==> config.mk <==
export PLATFORM = sky130hd
export DESIGN_NAME = aes_selftest_sequencer
export DESIGN_NICKNAME = d
export VERILOG_FILES = /design/src/rtl/aes_selftest_sequencer.sv
export SDC_FILE = /design/constraint.sdc
export NUM_CORES = 1
export LEC_CHECK = 0
export BUFFER_PORTS_ARGS = -buffer_cell sky130_fd_sc_hd__buf_2
export CELL_PAD_IN_SITES_DETAIL_PLACEMENT = 2
export CELL_PAD_IN_SITES_GLOBAL_PLACEMENT = 2
export CORE_AREA = 3 3 411 413
export DETAILED_ROUTE_END_ITERATION = 6
export DIE_AREA = 0 0 414 416
export PLACE_DENSITY = 0.51
export SYNTH_ARGS = -nofsm -noshare
export SYNTH_HDL_FRONTEND = slang
export SYNTH_SLANG_ARGS = --single-unit
==> constraint.sdc <==
create_clock -name clk -period 6.2 [get_ports clk]
set_input_delay 0.93 -clock clk [delete_from_list [all_inputs] [get_ports clk]]
set_output_delay 0.93 -clock clk [all_outputs]
set_load 0.02 [all_outputs]
==> src/rtl/aes_selftest_sequencer.sv <==
// rtl/aes_selftest_sequencer.sv - known-answer self-test sequencer for an AES core
//
// Walks a ROM of known-answer vectors for every key size enabled in NK_MASK.
// Each vector is first encrypted and then decrypted by the attached core, and
// both results are checked against the ROM contents.
//
// Ports:
//   clk, reset        rising-edge clock, asynchronous active-low reset
//   start             one-cycle pulse that starts a run (ignored while busy)
//   vec_nk, vec_addr  ROM key-size select and vector index
//   vec_key/pt/ct     ROM data: left-aligned key, plaintext, expected ciphertext
//   core_*            start/done handshake, mode, key size, key and data to the core
//   busy, done        run in progress / run finished (done holds until next start)
//   pass_encrypt/decrypt, fail_count, fail_vec, timeout   run results
module aes_selftest_sequencer #(
    parameter int         NUM_VECTORS = 4,
    parameter int         ADDR_W      = 2,
    parameter logic [2:0] NK_MASK     = 3'b111,
    parameter int         TIMEOUT     = 64
) (
    input  logic              clk,
    input  logic              reset,
    input  logic              start,
    output logic [1:0]        vec_nk,
    output logic [ADDR_W-1:0] vec_addr,
    input  logic [255:0]      vec_key,
    input  logic [127:0]      vec_pt,
    input  logic [127:0]      vec_ct,
    output logic              core_start,
    output logic              core_decrypt,
    output logic [1:0]        core_nk,
    output logic [255:0]      core_key,
    output logic [127:0]      core_din,
    input  logic              core_done,
    input  logic [127:0]      core_dout,
    output logic              busy,
    output logic              done,
    output logic              pass_encrypt,
    output logic              pass_decrypt,
    output logic [7:0]        fail_count,
    output logic [ADDR_W-1:0] fail_vec,
    output logic              timeout
);

    localparam int                CNT_W     = $clog2(TIMEOUT + 1);
    localparam logic [CNT_W-1:0]  CNT_LAST  = CNT_W'(TIMEOUT - 1);
    localparam logic [ADDR_W-1:0] ADDR_LAST = ADDR_W'(NUM_VECTORS - 1);

    typedef enum logic [2:0] {
        IDLE, FETCH, ENC_GO, ENC_WAIT, DEC_GO, DEC_WAIT, NEXT, FIN
    } state_t;

    state_t state, state_next;

    logic [127:0]     pt_r;
    logic [127:0]     ct_r;
    logic [CNT_W-1:0] wait_cnt;
    logic             enc_failed;
    logic             dec_failed;
    logic             any_failed;

    logic [1:0]   first_nk;
    logic [1:0]   nk_next;
    logic         nk_more;
    logic         in_wait;
    logic         got_done;
    logic         expired;
    logic         op_end;
    logic         op_fail;
    logic [127:0] expected;

    // Lowest enabled key size starts the run.
    always_comb begin
        first_nk = 2'd0;
        if (NK_MASK[0])      first_nk = 2'd0;
        else if (NK_MASK[1]) first_nk = 2'd1;
        else if (NK_MASK[2]) first_nk = 2'd2;
    end

    // Next enabled key size above the current one, if any.
    always_comb begin
        nk_more = 1'b0;
        nk_next = vec_nk;
        case (vec_nk)
            2'd0: begin
                if (NK_MASK[1]) begin
                    nk_more = 1'b1;
                    nk_next = 2'd1;
                end else if (NK_MASK[2]) begin
                    nk_more = 1'b1;
                    nk_next = 2'd2;
                end
            end
            2'd1: begin
                if (NK_MASK[2]) begin
                    nk_more = 1'b1;
                    nk_next = 2'd2;
                end
            end
            default: ;
        endcase
    end

    // A done arriving in the final wait cycle wins over the timeout.
    assign in_wait  = (state == ENC_WAIT) || (state == DEC_WAIT);
    assign got_done = in_wait && core_done;
    assign expired  = in_wait && !core_done && (wait_cnt == CNT_LAST);
    assign op_end   = got_done || expired;
    assign expected = (state == DEC_WAIT) ? pt_r : ct_r;
    assign op_fail  = expired || (got_done && (core_dout != expected));

    assign core_din = core_decrypt ? ct_r : pt_r;

    always_ff @(posedge clk or negedge reset) begin
        if (!reset) state <= IDLE;
        else        state <= state_next;
    end

    always_comb begin
        state_next = state;
        core_start = 1'b0;
        busy       = (state != IDLE) && (state != FIN);
        case (state)
            IDLE:     if (start) state_next = (NK_MASK == 3'b000) ? FIN : FETCH;
            FETCH:    state_next = ENC_GO;
            ENC_GO: begin
                core_start = 1'b1;
                state_next = ENC_WAIT;
            end
            ENC_WAIT: if (op_end) state_next = DEC_GO;
            DEC_GO: begin
                core_start = 1'b1;
                state_next = DEC_WAIT;
            end
            DEC_WAIT: if (op_end) state_next = NEXT;
            NEXT:     state_next = ((vec_addr != ADDR_LAST) || nk_more) ? FETCH : FIN;
            FIN:      state_next = IDLE;
            default:  state_next = IDLE;
        endcase
    end

    always_ff @(posedge clk or negedge reset) begin
        if (!reset) begin
            vec_nk       <= 2'd0;
            vec_addr     <= '0;
            core_decrypt <= 1'b0;
            core_nk      <= 2'd0;
            core_key     <= '0;
            pt_r         <= '0;
            ct_r         <= '0;
            wait_cnt     <= '0;
            done         <= 1'b0;
            pass_encrypt <= 1'b0;
            pass_decrypt <= 1'b0;
            fail_count   <= 8'd0;
            fail_vec     <= '0;
            timeout      <= 1'b0;
            enc_failed   <= 1'b0;
            dec_failed   <= 1'b0;
            any_failed   <= 1'b0;
        end else begin
            case (state)
                IDLE: begin
                    if (start) begin
                        vec_nk       <= first_nk;
                        vec_addr     <= '0;
                        done         <= 1'b0;
                        pass_encrypt <= 1'b0;
                        pass_decrypt <= 1'b0;
                        fail_count   <= 8'd0;
                        fail_vec     <= '0;
                        timeout      <= 1'b0;
                        enc_failed   <= 1'b0;
                        dec_failed   <= 1'b0;
                        any_failed   <= 1'b0;
                        // With no key sizes enabled the run is vacuously passing.
                        if (NK_MASK == 3'b000) begin
                            done         <= 1'b1;
                            pass_encrypt <= 1'b1;
                            pass_decrypt <= 1'b1;
                        end
                    end
                end
                FETCH: begin
                    core_key     <= vec_key;
                    pt_r         <= vec_pt;
                    ct_r         <= vec_ct;
                    core_nk      <= vec_nk;
                    core_decrypt <= 1'b0;
                end
                ENC_GO, DEC_GO: wait_cnt <= '0;
                ENC_WAIT, DEC_WAIT: begin
                    if (!op_end) wait_cnt <= wait_cnt + 1'b1;
                    if (expired) timeout <= 1'b1;
                    if (op_fail) begin
                        if (state == ENC_WAIT) enc_failed <= 1'b1;
                        else                   dec_failed <= 1'b1;
                        if (fail_count != 8'hff) fail_count <= fail_count + 8'd1;
                        if (!any_failed) begin
                            any_failed <= 1'b1;
                            fail_vec   <= vec_addr;
                        end
                    end
                    // Mode flips only once the encrypt operation is finished.
                    if (op_end && (state == ENC_WAIT)) core_decrypt <= 1'b1;
                end
                NEXT: begin
                    if (vec_addr != ADDR_LAST) begin
                        vec_addr <= vec_addr + 1'b1;
                    end else begin
                        vec_addr <= '0;
                        if (nk_more) begin
                            vec_nk <= nk_next;
                        end else begin
                            done         <= 1'b1;
                            pass_encrypt <= !enc_failed;
                            pass_decrypt <= !dec_failed;
                        end
                    end
                end
                default: ;
            endcase
        end
    end

endmodule

Word-level counts from Yosys, hierarchy flattened
Index checks and enable logic that the tools add are counted.

word-level totals
  register bits = 546
  word-level logic and storage cells = 131

operators by class
  equal/unequal tests = 28
  add/sub/neg operators = 3
  multiplexer cells = 47
  reductions and logical operators = 35

operator list
  operator                                        number
  2-to-1 mux 128 bit                              2
  inequality test 128 bit                         1
  inequality test 2 bit (second input constant)   15
  2-to-1 mux 8 bit                                3
  case mux 3 bit (8 select lines)                 1
  AND reduction 4 bit                             5
  2-to-1 mux 1 bit                                16
  case mux 1 bit (2 select lines)                 8
  case mux 2 bit (2 select lines)                 4
  case mux 8 bit (2 select lines)                 1
  case mux 7 bit (2 select lines)                 1
  == test 3 bit (second input constant)           4
  2-to-1 mux 2 bit                                6
  2-to-1 mux 3 bit                                4
  AND reduction 3 bit                             3
  adder 8 x 1 -> 8 bit (second input constant)    1
  inequality test 8 bit (second input constant)   1
  nonzero test 2 bit                              4
  adder 7 x 1 -> 7 bit (second input constant)    1
  == test 7 x 6 -> 1 bit (second input constant)  1
  2-to-1 mux 7 bit                                1
  == test 3 x 2 -> 1 bit (second input constant)  2
  logical AND 1 bit                               6
  AND reduction 2 bit                             3
  12 further kinds                                19

Longest topological paths before layout
  word-level depth = 8
  depth in mapped cells = 13
  mapped depth without buffers = 10

Worst setup path before layout
No wires, ideal clock.

  kind = input -> register
  start point = input port core_dout[44]
  end point = register fail_count[5]
  library setup time = 0.124 ns
  slack = 3.033 ns
  cell stages on the path = 10
  data arrival time = 3.043 ns
  path buffers = 1
  path through = inv_1 > o2bb2ai_1 > or4_1 > a221oi_1 > and4_1 > nand4_1 > or3_4 > buf_6 > nor4b_1 > a211o_1

on the way
  cells in the longest elaborated chain, start to end = 5

ends and longest elaborated chain
  what                             line  text
  start: declaration               35    input logic [127:0] core_dout,
  inequality test 128 bit          110   assign op_fail = expired || (got_done && (core_dout != expected));
  logical AND 1 bit                110
  logical OR 1 bit                 110
  inequality test 2 bit (no line)  --
  AND reduction 4 bit (no line)    --
  end signal: assignment           198   if (fail_count != 8'hff) fail_count <= fail_count + 8'd1;
  end: declaration                 40    output logic [7:0] fail_count,

No other way between the ends.
A chain may end at the register's enable or synchronous reset.

Worst setup path after layout
  start point = register state[1]
  end point = register fail_count[7]

on the way
  cells in the longest elaborated chain, start to end = 7
  elaborated cells between the ends (all ways) = 18

ends and longest elaborated chain
  what                                                     line           text
  start: declaration                                       53             state_t state, state_next;
  start signal: assignment                                 116            else state <= state_next;
  == test 3 bit or == test 3 x 2 -> 1 bit (tied branches)  105, 109, 162
  2-to-1 mux 128 bit or logical OR 1 bit (tied branches)   109, 105
  inequality test 128 bit, or another cell as far along    110
  logical AND 1 bit, on equally long branches              110, 107
  logical OR 1 bit                                         110
  inequality test 2 bit (no line)                          --
  AND reduction 4 bit (no line)                            --

Parallel ways exist; a longest one is shown, timed or not.

==> flow_metrics.py <==
metrics = {
    "run_status": {
        "status": "finished clean",
    },
    "setup_path": {
        "crit_path_max_fanout": 34,
        "end_kind": "flop",
        "max_stage_delay_ns": 0.67,
        "worstSetupPathType": "flop to flop",
        "arrival_ns": 5.36,
        "crit_slowest_cell": "dfrtp_1",
        "path_buf_inv": 1,
        "cp.required_ns": 6.79,
        "start_kind": "flop",
        "crit_chain": "nand3b_4 -> buf_4 -> nand3_1 -> nor4_1 -> a21oi_1 -> nor2_1 -> nand3_1 -> or3_4 -> a21oi_1 -> a21bo_2",
        "cp_top_family": "simple AND/OR/NAND/NOR gates",
    },
    "global_routing": {
        "grt_usage_pct": 18.2,
        "grt_pass1_vias": 23100,
        "antenna_found_initial": 163,
        "grt_pass1_wl_mm": 213,
        "grt-ovfl-total": 0,
        "grt_start_max_net_pins": 151,
    },
    "pwr": {
        "p_seq_share_pct": 31.9,
        "power_density_mw_per_mm2": 617,
        "switching_share_pct": 44.4,
        "power.switching_mw": 9.84,
        "p_comb_share_pct": 47.2,
        "fin_total_pwr_mw": 22.1,
        "p_leak_nw": 16.4,
        "p_clk_share_pct": 20.9,
        "vdd_drop_max_mv": 0.257,
        "intPower_mw": 12.3,
    },
    "synth": {
        "yosysWarnings": 0,
        "syn_avg_cell_area_sq_um": 12.9,
        "synth_top_cell_area_share_pct": 54.1,
        "ys_ff_latch": 546,
        "postSynth.asyncResetShare_pct": 100,
        "synth_edf_count": 0,
        "ys.flop_type": "dfrtp_1",
        "yosysTopAreaCell": "dfrtp_1",
        "yosysSeqAreaShare_pct": 54.1,
        "synth_area_sq_mm": 0.0252,
        "synth_cells": 1951,
        "yosys-top-cells-area": "dfrtp_1, mux2_2, xor2_1, xnor2_1, nand2_1",
        "synth.net_count": 2598,
        "ys_types": 56,
    },
    "drt": {
        "wl_per_cell_um": 30.4,
        "via_count": 21100,
        "via_per_inst": 4.00,
        "drt-initial-drc-count": 807,
        "wl_mm": 161,
        "drtPass1Iterations": 5,
        "route.detailed.drc": 0,
        "antenna_left": 0,
    },
    "timing": {
        "rsz0062_at_grt": "false",
        "fmax_ghz": 0.209,
        "hold_viol_final": 0,
        "report.final.setup_viol": 0,
        "slew_headroom_pct": 17.7,
        "min_period_over_period_pct": 77.0,
        "fin_crit_ns": 4.78,
        "holdWs_ns": 0.282,
        "skew_ns": 0.0555,
        "drv_slew": 0,
        "tns_ns": 0,
        "worst_pin_slew_ns": 1.23,
    },
    "cells_and_area": {
        "syn_to_final_growth_pct": 42.0,
        "fillers": 18600,
        "nNetsFinal": 3659,
        "drive_above_1_share_pct": 58.7,
        "fin_area_sq_mm": 0.0359,
    },
    "cts": {
        "clk_path_buf_depth": 3,
        "clk_pin_slew_ns": 0.06,
        "clk_latency_ns": 0.70,
        "cts_hold_buf": 0,
        "cts_tree": "built",
        "cts_buffers": 77,
        "h-tree-depth": 3,
        "clock-sinks": 546,
        "cts_resized": 0,
        "cts_setup_buffers": 0,
        "clockRootBuffer": "clkbuf_16",
    },
    "min_path": {
        "min_path_type": "primary input to asynchronous set/reset pin",
    },
    "placement": {
        "dpl_cell_area_sq_mm": 0.0332,
        "place.detailed.hpwl_mm": 132,
        "io_buffers": 1050,
        "routabilityCongestion": 0.845,
    },
    "floorplan": {
        "num_rows": 149,
        "start_util_pct": 15.3,
        "fp.coreArea_sq_mm": 0.165,
        "die_area_sq_mm": 0.172,
        "io_pins": 1051,
        "die_y_um": 416,
        "fp.dieW_um": 414,
    },
    "flow_run": {
        "drv_cap": 0,
    },
}
cell usage in the layout (no fill, tap or decap), types with 4 or more instances in the layout:
cell type	n
o221ai_1	6
a221oi_1	11
nor3_1	12
inv_1	92
nand3_1	21
diode_2	25
or2_2	6
o2111ai_1	8
nand4_1	13
o21ai_0	72
a31oi_1	4
clkinv_2	13
buf_2	1049
buf_4	14
dfrtp_1	545
o2bb2ai_1	9
and3_1	8
nor2b_1	6
o22ai_1	25
xnor2_1	58
xor2_1	73
mux2i_1	32
nand2b_1	32
a21oi_1	22
clkbuf_16	78
nor4_1	24
a2111oi_0	7
mux2_2	591
a222oi_1	11
nand2_1	103
buf_12	9
clkbuf_1	16
bufinv_16	4
clkbuf_8	17
nor2_1	20
logic make-up after synthesis:
kind of cell / count (synthesis) / synth area share, %
flip-flops: 546 / 54.1
adder cells (fa/ha/maj): 3 / 0.149
AO/OA/AOI/OAI: 203 / 5.44
buffers and inverters: 184 / 2.86
multiplexers: 623 / 27.6
AND/OR/NAND/NOR: 261 / 5.25
XOR/XNOR: 131 / 4.55
sequential cells by signal, summed over array words and instances (netlist names), 2 cells and up:
name and cells:
fail_vec 2, state 3, core_nk 2, fail_count 8, wait_cnt 7, core_key 256, pt_r 128, vec_nk 2
ct_r 128, vec_addr 2
cells in the mapped netlist, types with 12 or more instances:
cell type  instances
mux2i_1           32
nand2b_1          32
inv_1             92
o22ai_1           25
xor2_1            73
nor3_1            12
mux2_2           591
nor2_1            20
nand4_1           13
nand3_1           21
o21ai_0           72
clkbuf_1          69
a21oi_1           22
dfrtp_1          546
nand2_1          103
xnor2_1           58
nor4_1            25
power groups by stage:
stage	sequential [mW]	clock, mW	combinational (mW)
4_1_cts	7.14	4.86	10.8
2_1_floorplan	7.52	0	5.26
5_1_grt	7.36	4.98	11.2
6_report	7.06	4.63	10.4
3_5_place_dp	7.17	0	10.7
3_3_place_gp	7.11	0	10.6
worst paths after layout:
check | startpoint | endpoint | slack [ns] | cells after the start
max in group asynchronous | reset | ct_r[4] | 4.57 | 2
min in group clk | vec_pt[113] | pt_r[113] | 0.45 | 3
worst max-delay path | state[1] | fail_count[7] | 1.42 | 10
worst min-delay path | reset | ct_r[92] | 0.28 | 1
worst min register to register | done | done | 0.49 | 2
worst max register to register | state[1] | fail_count[7] | 1.42 | 10
routing by layer:
metal  vias to the layer above  global-route usage, %  routed length (um)
li1                       9137                      -                   -
met1                     10800                   18.7               57600
met2                       853                   34.8               86400
met3                       355                   6.77               12300
met4                        34                   3.65                4160
met5                         -                      0                 231
stage by stage:
step | utilization [%] | worst slack, ns | instances
finish | 21.7 | 1.42 | 5284
global route | 21.7 | 1.19 | 5264
CTS | 21.7 | 1.20 | 5259
detailed placement | 20.1 | 1.29 | 5122
global placement | 20.1 | 1.33 | 5120
floorplan | - | 3.03 | 1951
final cells by class:
class	count	area [sq um]	area share [%]
repair buffers	1074	5560	15.5
flip-flops and latches	546	13700	38.1
diodes	25	62.6	0.174
clock buffers	111	2250	6.26
inverters	92	345	0.963
multi-input cells	1221	10900	30.4
clock inverters	26	347	0.967
well taps	2189	2740	7.64
Power figures use the tool's default switching activity.
